`src/rtl/bus_arbiter_if.sv`:
```
// Shared-bus arbitration signals: requests from bus-register ports, grant/status back.
// master = requester side, slave = arbiter side.
interface bus_arbiter_if #(
  parameter int N_REQ = 4
) ();
  localparam int OW = (N_REQ > 1) ? $clog2(N_REQ) : 1;

  logic [N_REQ-1:0] req;
  logic [N_REQ-1:0] gnt;
  logic [OW-1:0]    owner;
  logic             busy;
  logic             turn;

  modport master (output req, input gnt, owner, busy, turn);
  modport slave  (input req, output gnt, owner, busy, turn);
endinterface

```
`src/rtl/bus_arbiter.sv`:
```
// Round-robin arbiter for the shared tristate data bus: one driver at a time,
// bounded tenure under contention, one undriven turnaround cycle between owners.
module bus_arbiter #(
  parameter int N_REQ    = 4,
  parameter int MAX_HOLD = 4
) (
  input  logic          Clock,
  input  logic          Resetn,
  bus_arbiter_if.slave  bus
);
  localparam int OW = (N_REQ > 1) ? $clog2(N_REQ) : 1;
  localparam int HW = $clog2(MAX_HOLD + 1);

  typedef enum logic [1:0] {IDLE, GRANT, TURN} state_t;

  state_t           state;
  logic [OW-1:0]    last;
  logic [HW-1:0]    hold_cnt;

  logic             found;
  logic [OW-1:0]    win;
  logic [N_REQ-1:0] win_oh;
  logic             others;
  int unsigned      cand;
  logic [OW-1:0]    cand_idx;

  // Search starts one past the last winner and wraps, so the last winner is checked last.
  always_comb begin
    found    = 1'b0;
    win      = last;
    cand     = 0;
    cand_idx = '0;
    for (int unsigned i = 1; i <= N_REQ; i++) begin
      cand     = (32'(last) + i) % N_REQ;
      cand_idx = OW'(cand);
      if (!found && bus.req[cand_idx]) begin
        found = 1'b1;
        win   = cand_idx;
      end
    end
    win_oh      = '0;
    win_oh[win] = 1'b1;
    others      = |(bus.req & ~bus.gnt);
  end

  always_ff @(posedge Clock or negedge Resetn) begin
    if (!Resetn) begin
      state     <= IDLE;
      last      <= OW'(N_REQ - 1);
      hold_cnt  <= '0;
      bus.gnt   <= '0;
      bus.owner <= '0;
      bus.busy  <= 1'b0;
      bus.turn  <= 1'b0;
    end else begin
      case (state)
        IDLE, TURN: begin
          bus.turn <= 1'b0;
          if (found) begin
            state     <= GRANT;
            bus.gnt   <= win_oh;
            bus.owner <= win;
            last      <= win;
            bus.busy  <= 1'b1;
            hold_cnt  <= HW'(1);
          end else begin
            state    <= IDLE;
            bus.gnt  <= '0;
            bus.busy <= 1'b0;
          end
        end
        GRANT: begin
          if (!bus.req[bus.owner] || (hold_cnt == HW'(MAX_HOLD) && others)) begin
            state    <= TURN;
            bus.gnt  <= '0;
            bus.busy <= 1'b0;
            bus.turn <= 1'b1;
          end else if (hold_cnt != HW'(MAX_HOLD)) begin
            hold_cnt <= hold_cnt + HW'(1);
          end
        end
        default: begin
          state    <= IDLE;
          bus.gnt  <= '0;
          bus.busy <= 1'b0;
          bus.turn <= 1'b0;
        end
      endcase
    end
  end
endmodule

```
`src/flat_wrapper.sv`:
```
// flat-port wrapper written by rule: the top's interface ports become plain ports
module bus_arbiter_flat 
#(
  parameter int N_REQ    = 4,
  parameter int MAX_HOLD = 4
)
  (Clock, Resetn, bus_req, bus_gnt, bus_owner, bus_busy, bus_turn);
  bus_arbiter_if #(.N_REQ(N_REQ)) bus_i ();
  input  logic Clock;
  input  logic Resetn;
  input wire logic [$bits(bus_i.req)-1:0] bus_req;
  output wire logic [$bits(bus_i.gnt)-1:0] bus_gnt;
  output wire logic [$bits(bus_i.owner)-1:0] bus_owner;
  output wire logic [$bits(bus_i.busy)-1:0] bus_busy;
  output wire logic [$bits(bus_i.turn)-1:0] bus_turn;
  assign bus_i.req = bus_req;
  assign bus_gnt = bus_i.gnt;
  assign bus_owner = bus_i.owner;
  assign bus_busy = bus_i.busy;
  assign bus_turn = bus_i.turn;
  bus_arbiter #(.N_REQ(N_REQ), .MAX_HOLD(MAX_HOLD)) u_core (.Clock(Clock), .Resetn(Resetn), .bus(bus_i));
endmodule
```
`config.mk`:
```
export PLATFORM = sky130hd
export DESIGN_NAME = bus_arbiter_flat
export DESIGN_NICKNAME = d
export VERILOG_FILES = /design/src/rtl/bus_arbiter_if.sv /design/src/rtl/bus_arbiter.sv /design/src/flat_wrapper.sv
export SDC_FILE = /design/constraint.sdc
export NUM_CORES = 1
export LEC_CHECK = 0
export CORE_MARGIN = 5
export CORE_UTILIZATION = 52
export DETAILED_ROUTE_END_ITERATION = 8
export GPL_ROUTABILITY_DRIVEN = 0
export PLACE_DENSITY = 0.85
export SLEW_MARGIN = 20
export SYNTH_ARGS = -nofsm -noshare
export SYNTH_HDL_FRONTEND = slang
export SYNTH_SLANG_ARGS = --single-unit
```
`constraint.sdc`:
```
create_clock -name Clock -period 2.6 [get_ports Clock]
set_input_delay 0.52 -clock Clock [delete_from_list [all_inputs] [get_ports Clock]]
set_output_delay 0.52 -clock Clock [all_outputs]
set_load 0.005 [all_outputs]
```
==> results by group, run 1 <==
Final layout
  • Nets: 92
  • Layout cells sized above 1: 14.5%
  • Leading cell type in the layout, fill and taps excluded: clkdlybuf4s50_1
  • Commonest non-fill, non-tap cells in the layout: clkdlybuf4s50_1, dfrtp_1, nor2_1
  • Antenna cell count: 0
  • Fin util: 67.7%
  • Fill cells: 111
  • Layout area overhead: 22.1%
  • Post-route cell area: 892 µm²

Power and ir drop
  • Cell area power density: 1180 nW/µm²
  • Leak: 0.389 nW
  • Max IR drop VDD: 0.652 mV
  • Total power: 0.00105 W

Floorplan
  • DIE AREA: 2250 µm²
  • I/O pin total: 14
  • Std-Cell Rows: 13
  • Die W: 47.5 µm
  • Die Y: 47.5 µm
  • Starting Density: 55.5%
  • Core ar.: 1320 µm²

Outcome
  • Status: finished, final reports clean

STA
  • Tightest Pin Transition: 0.627 ns
  • Fin Setup TNS: 0 ns
  • Layout Skew: 0.0115 ns
  • Fmax achieved: 525 MHz
  • Worst slew margin: 58.1%
  • Tcrit/Tclk final: 73.3%
  • Fin crit period: 1.91 ns
  • RSZ-0062 raised after global routing: no
  • Slew Limit Fails: 0
  • Setup Viol. Count Final: 0
  • Final Hold Vio Count: 0

Worst setup path
  • Critical-path cell list: clkdlybuf4s50_1 -> mux4_2 -> nand3_1 -> mux2_2
  • Reg-to-reg startpoint: u_core.last[1]
  • Worst r2r dst: u_core.bus.gnt[2]
  • Crit Path Max Fanout: 6
  • CP max stage cell: mux4_2
  • Worst EP arrival: 2.08 ns
  • Reg2Reg Depth: 4
  • Slowest stage delay, CP: 0.56 ns
  • CP startpoint kind: primary input
  • Critical path startpoint: bus_req[3]
  • Setup CP Type: primary input to flop
  • Crit path capture type: flop
  • R2R Setup Slk: 0.98 ns
  • Critical Path End: u_core.hold_cnt[1]
  • WP data required: 2.77 ns

GRT
  • Pin count of the biggest net entering global routing: 16
  • Vias in the first global route: 576
  • GRT Resource Usage Total: 15.2%
  • Initial antenna violation count: 0
  • Grt total ovfl: 0
  • First-pass GRT wire length: 2440 µm

Worst hold path
  • Worst hold path class: flop to flop
  • Hold Startpoint: u_core.bus.busy

Drt
  • Initial DRC Count: 19
  • Via Count: 569
  • Via-to-Cell Ratio: 5.81
  • Average routed wire per standard cell: 14.8 µm
  • WL final: 1450 µm
  • First drt pass iteration count: 5
  • ANT nets after route: 0
  • Drc violations: 0

Clocking
  • Post-CTS resize count: 0
  • Setup fix buffers added after clock tree synthesis: 0
  • CTS tree: yes
  • Post-CTS Hold Fix Bufs: 0
  • Clk pin slew, worst setup/hold paths: 0.09 ns
  • CTS root buf: clkbuf_4
  • Clock Sink Count: 14
  • Maximum clock insertion buffer count: 2
  • # H-tree levels: 1
  • Clock buffer count from CTS: 3
  • Worst-skew pair later-pin latency: 0.28 ns

Yosys
  • Syn Area/Cell: 10.7 µm²
  • Largest family of logic cells by synthesized area: compound AO/OA/AOI/OAI gates
  • Post-Syn Area: 731 µm²
  • Top_reg_cell synth: dfrtp_1
  • Simple-Gate Fraction of Synth Area: 18.3%
  • Post-synthesis xor/xnor area fraction: 0%
  • Post-Synth Adder-Cell Area: 3.42%
  • Warnings from Yosys: 0
  • Post-synth top area share: 41.1%
  • EDFF count, synth: 0
  • Ranking of synthesized cells by area: dfrtp_1, dfstp_2, nand2b_1, a21oi_1, a32o_1
  • Post-synth top area cell: dfrtp_1
  • Yosys reg bits: 14
  • Mapped Cells: 68
  • Synth Area in Compound Gates: 19.5%
  • Sequential-to-total area share from yosys stat: 48.3%
  • Count of cell types in the netlist: 32
  • Mux cell area share after synthesis: 5.99%
  • Async S/R FF share, synth: 100%
  • Mapped Nets: 76

Flow run
  • MaxCap Viol Count: 0

Placement
  • Post-placement cell area: 866 µm²
  • Port buffer count: 13
  • Post-DP HPWL: 1090 µm
[report_power, final]
| group | internal [W] | total, W | switching [W] |
|---|---|---|---|
| clock | 0.0000594 | 0.000127 | 0.0000680 |
| combinational | 0.000287 | 0.000502 | 0.000214 |
| sequential | 0.000332 | 0.000421 | 0.0000892 |
| total | 0.000679 | 0.00105 | 0.000371 |
[worst max-delay path: cells and delay by family]
family | cells | cell delay, ns
muxes | 2 | 0.90
buffers and inverters | 1 | 0.50
and+or+nand+nor | 1 | 0.15
[registers in the layout (all words and copies together), names as in the netlist]
name / flops
u_core.hold_cnt: 3
u_core.last: 2
u_core.state: 1
u_core.bus.turn: 1
u_core.bus.owner: 2
u_core.bus.gnt: 4
u_core.bus.busy: 1
[area by class of cell]
type                    count  area [µm²]  area share (%)
multi-input cells          48         345            38.7
flip-flops and latches     14         353            39.6
clock buffers               4        26.3            2.95
well taps                  15        18.8            2.10
inverters                   3        11.3            1.26
repair buffers             14         138            15.4
[how the worst min path moves through the flow]
| stage | to | slack (ns) | cells past startpoint |
|---|---|---|---|
| finish | u_core.bus.busy | 0.49 | 1 |
| global route | u_core.bus.busy | 0.51 | 1 |
| CTS | u_core.bus.busy | 0.50 | 1 |
| detailed placement | u_core.bus.busy | 0.48 | 1 |
| global placement | u_core.bus.busy | 0.47 | 1 |
| floorplan | u_core.bus.busy | 0.22 | 0 |
[cell usage after synthesis, types with 2 or more instances]
library cell  instances
o2bb2ai_1             2
o21a_1                2
a21oi_1               6
nand2_1               3
nor2_1                7
nand2b_1              5
dfrtp_1              12
inv_1                 3
a32o_1                3
dfstp_2               2
ha_1                  2
[logic make-up (layout without fill, tap and decap cells)]
| group | after synthesis | in the layout |
|---|---|---|
| adders and majority gates | 2 | 2 |
| DFF | 14 | 14 |
| buffers and inverters | 6 | 21 |
| muxes | 3 | 3 |
| and+or+nand+nor | 24 | 24 |
| AOI/OAI and AO/OA | 19 | 19 |
[per-stage QoR]
| step | cells | hold WS (ns) | setup slack [ns] |
|---|---|---|---|
| floorplan | 68 | 0.224 | 0.951 |
| global placement | 94 | 0.471 | 0.437 |
| detailed placement | 94 | 0.477 | 0.417 |
| CTS | 98 | 0.498 | 0.716 |
| global route | 98 | 0.514 | 0.673 |
| finish | 98 | 0.493 | 0.695 |
[per-layer routing]
metal  routed length [µm]  vias to the layer above  track usage (%)
li1                     -                      274                -
met4                    0                        0             6.63
met5                    0                        -                0
met2                  649                       23             24.1
met1                  691                      272             20.3
met3                  107                        0             3.01
No activity file was read; power rests on OpenSTA's default activity.
==> run 2, diff against run 1 <==
--- a/config.mk
+++ b/config.mk
@@ -6,10 +6,10 @@
 export NUM_CORES = 1
 export LEC_CHECK = 0
 export CORE_MARGIN = 5
-export CORE_UTILIZATION = 52
+export CORE_UTILIZATION = 49
 export DETAILED_ROUTE_END_ITERATION = 8
 export GPL_ROUTABILITY_DRIVEN = 0
-export PLACE_DENSITY = 0.85
+export PLACE_DENSITY = 0.81
 export SLEW_MARGIN = 20
 export SYNTH_ARGS = -nofsm -noshare
 export SYNTH_HDL_FRONTEND = slang
==> constraint.sdc (replaced) <==
create_clock -name Clock -period 1.8 [get_ports Clock]
set_input_delay 0.36 -clock Clock [delete_from_list [all_inputs] [get_ports Clock]]
set_output_delay 0.36 -clock Clock [all_outputs]
set_load 0.005 [all_outputs]
==> run 2 against run 1 <==
Final cell count up 9.2%. Die area up 4.8%. Critical path type unchanged. Register-to-register slack worse by 0.75 ns. Via count up 2.8%. Global-route usage down 1.1 points. Largest cell class unchanged. Cell area up 8.0%. Combinational power up 56%.
==> results by group, run 2 (synthesis results as in run 1) <==
Outcome
  • Status: finished, final reports clean (unchanged)

Final layout
  • Top Registers: u_core.bus.gnt: 4 flops, u_core.hold_cnt: 3 flops (unchanged)
  • Most flops, register: u_core.bus.gnt (unchanged)
  • Max reg flops: 4 (unchanged)
  • Layout area overhead: 31.8% (was 22.1%)
  • Fin util: 66.3% (was 67.7%)
  • Commonest non-fill, non-tap cells in the layout: clkdlybuf4s50_1, dfrtp_1, buf_4 (was clkdlybuf4s50_1, dfrtp_1, nor2_1)
  • Register Area: 353 µm² (unchanged)
  • Multi-input logic area: 345 µm² (unchanged)
  • Antenna cell count: 0 (unchanged)
  • Fill cells: 106 (was 111)
  • Nets: 100 (was 92)
  • Layout cells sized above 1: 23.1% (was 14.5%)
  • Leading cell type in the layout, fill and taps excluded: clkdlybuf4s50_1 (unchanged)

Drt
  • Average routed wire per standard cell: 14.2 µm (was 14.8 µm)
  • Via-to-Cell Ratio: 5.47 (was 5.81)
  • First drt pass iteration count: 4 (was 5)
  • WL final: 1520 µm (was 1450 µm)
  • ANT nets after route: 0 (unchanged)
  • Via Count: 585 (was 569)
  • Drc violations: 0 (unchanged)
  • Initial DRC Count: 7 (was 19)

GRT
  • Vias in the first global route: 583 (was 576)
  • Initial antenna violation count: 0 (unchanged)
  • Grt total ovfl: 0 (unchanged)
  • Pin count of the biggest net entering global routing: 15 (was 16)
  • GRT Resource Usage Total: 14.1% (was 15.2%)
  • First-pass GRT wire length: 2680 µm (was 2440 µm)

Worst setup path
  • Crit Path Max Fanout: 4 (was 6)
  • Critical path startpoint: bus_req[3] (unchanged)
  • Worst EP arrival: 1.84 ns (was 2.08 ns)
  • Reg-to-reg startpoint: u_core.bus.owner[1] (was u_core.last[1])
  • Crit path capture type: flop (unchanged)
  • Setup CP Type: primary input to flop (unchanged)
  • CP startpoint kind: primary input (unchanged)
  • WP data required: 1.98 ns (was 2.77 ns)

Clocking
  • Maximum clock insertion buffer count: 2 (unchanged)
  • Clk pin slew, worst setup/hold paths: 0.09 ns (about the same)
  • Setup fix buffers added after clock tree synthesis: 0 (unchanged)
  • CTS tree: yes (unchanged)
  • Clock Sink Count: 14 (unchanged)
  • CTS root buf: clkbuf_4 (unchanged)
  • Post-CTS Hold Fix Bufs: 0 (unchanged)
  • Worst-skew pair later-pin latency: 0.28 ns (about the same)
  • Post-CTS resize count: 0 (unchanged)
  • # H-tree levels: 1 (unchanged)
  • Clock buffer count from CTS: 3 (unchanged)

STA
  • Setup Viol. Count Final: 0 (unchanged)
  • Final Hold Vio Count: 0 (unchanged)
  • Worst slew margin: 85.6% (was 58.1%)
  • Slew Limit Fails: 0 (unchanged)
  • Fmax achieved: 602 MHz
  • RSZ-0062 raised after global routing: no (unchanged)
  • Tcrit/Tclk final: 92.3%
  • Tightest Pin Transition: 0.215 ns (was 0.627 ns)
  • Final WS setup: 0.138 ns (was 0.695 ns)
  • Layout Skew: 0.00151 ns (was 0.0115 ns)
  • Fin crit period: 1.66 ns
  • Fin Setup TNS: 0 ns (unchanged)

Power and ir drop
  • Leak: 0.434 nW (was 0.389 nW)
  • Switching fraction of total power: 34.2% (was 35.4%)
  • Cell area power density: 1680 nW/µm² (was 1180 nW/µm²)
  • Sequential Power Share: 37.4% (was 40.1%)
  • Power share of the clock group: 14.2% (was 12.1%)
  • Switching power: 0.000554 W (was 0.000371 W)
  • Max IR drop VDD: 0.974 mV (was 0.652 mV)
  • Internal power: 0.00106 W (was 0.000679 W)
  • Combinational power share: 48.4% (was 47.8%)

Placement
  • Post-DP HPWL: 1180 µm (was 1090 µm)
  • Setup WS pre-CTS: -0.157 ns (was 0.417 ns)
  • Port buffer count: 13 (unchanged)

Floorplan
  • DIE AREA: 2360 µm² (was 2250 µm²)
  • Core ar.: 1450 µm² (was 1320 µm²)
  • Starting Density: 50.3% (was 55.5%)
  • Std-Cell Rows: 14 (was 13)
  • I/O pin total: 14 (unchanged)
  • Die Y: 48.6 µm (was 47.5 µm)
  • Die W: 48.6 µm (was 47.5 µm)

Flow run
  • MaxCap Viol Count: 0 (unchanged)

Worst hold path
  • Worst hold path class: primary input to async pin (was flop to flop)
## run 2: cell types whose count changed in the layout (fill, tap and decap cells not counted)
cell,before,now
clkbuf_8,0,1
clkbuf_1,1,0
buf_4,1,9
## run 2: critical path, stage by stage
cell and delay, ns:
clkdlybuf4s50_1 0.45, mux4_2 0.54, nand3_1 0.15, mux2_2 0.34
## run 2: worst paths after layout
check | end | slack [ns] | depth (start not counted)
setup / recovery | u_core.hold_cnt[1] | 0.14 | 4
hold / removal | u_core.bus.owner[1] | 0.38 | 2
setup reg to reg | u_core.hold_cnt[1] | 0.23 | 3
hold reg to reg | u_core.hold_cnt[2] | 0.49 | 1
max in group asynchronous | u_core.last[0] | 1.19 | 2
min in group Clock | u_core.hold_cnt[2] | 0.49 | 1
## run 2: final cells by class
type | instances | area share, %
flip-flops and latches | 14 | 36.6
multi-input cells | 48 | 35.8
repair buffers | 22 | 20.5
clock buffers | 4 | 3.77
well taps | 16 | 2.08
inverters | 3 | 1.17
## run 2: routing by layer
metal / GRT usage, % / vias to the layer above / wire, µm
li1: - / 292 / -
met1: 20.7 / 271 / 778
met2: 19.8 / 17 / 623
met3: 3.68 / 5 / 85
met4: 5.38 / 0 / 30
met5: 0 / - / 0
## run 2: through the flow
stage                     hold slack, ns  total power (W)  area [µm²]  instances
after floorplan                   0.0644          0.00106         731         68
after global placement             0.468          0.00138         927        103
after detailed placement           0.473          0.00140         927        103
after CTS                          0.379          0.00163         963        107
after global routing               0.405          0.00174         963        107
final                              0.375          0.00162         963        107
## run 2: power by group through the flow
stage	registers, W	clock network, W	logic (W)
6_report	0.000605	0.000230	0.000783
5_1_grt	0.000633	0.000249	0.000862
4_1_cts	0.000606	0.000233	0.000790
3_5_place_dp	0.000612	0	0.000786
3_3_place_gp	0.000606	0	0.000771
2_1_floorplan	0.000574	0	0.000489
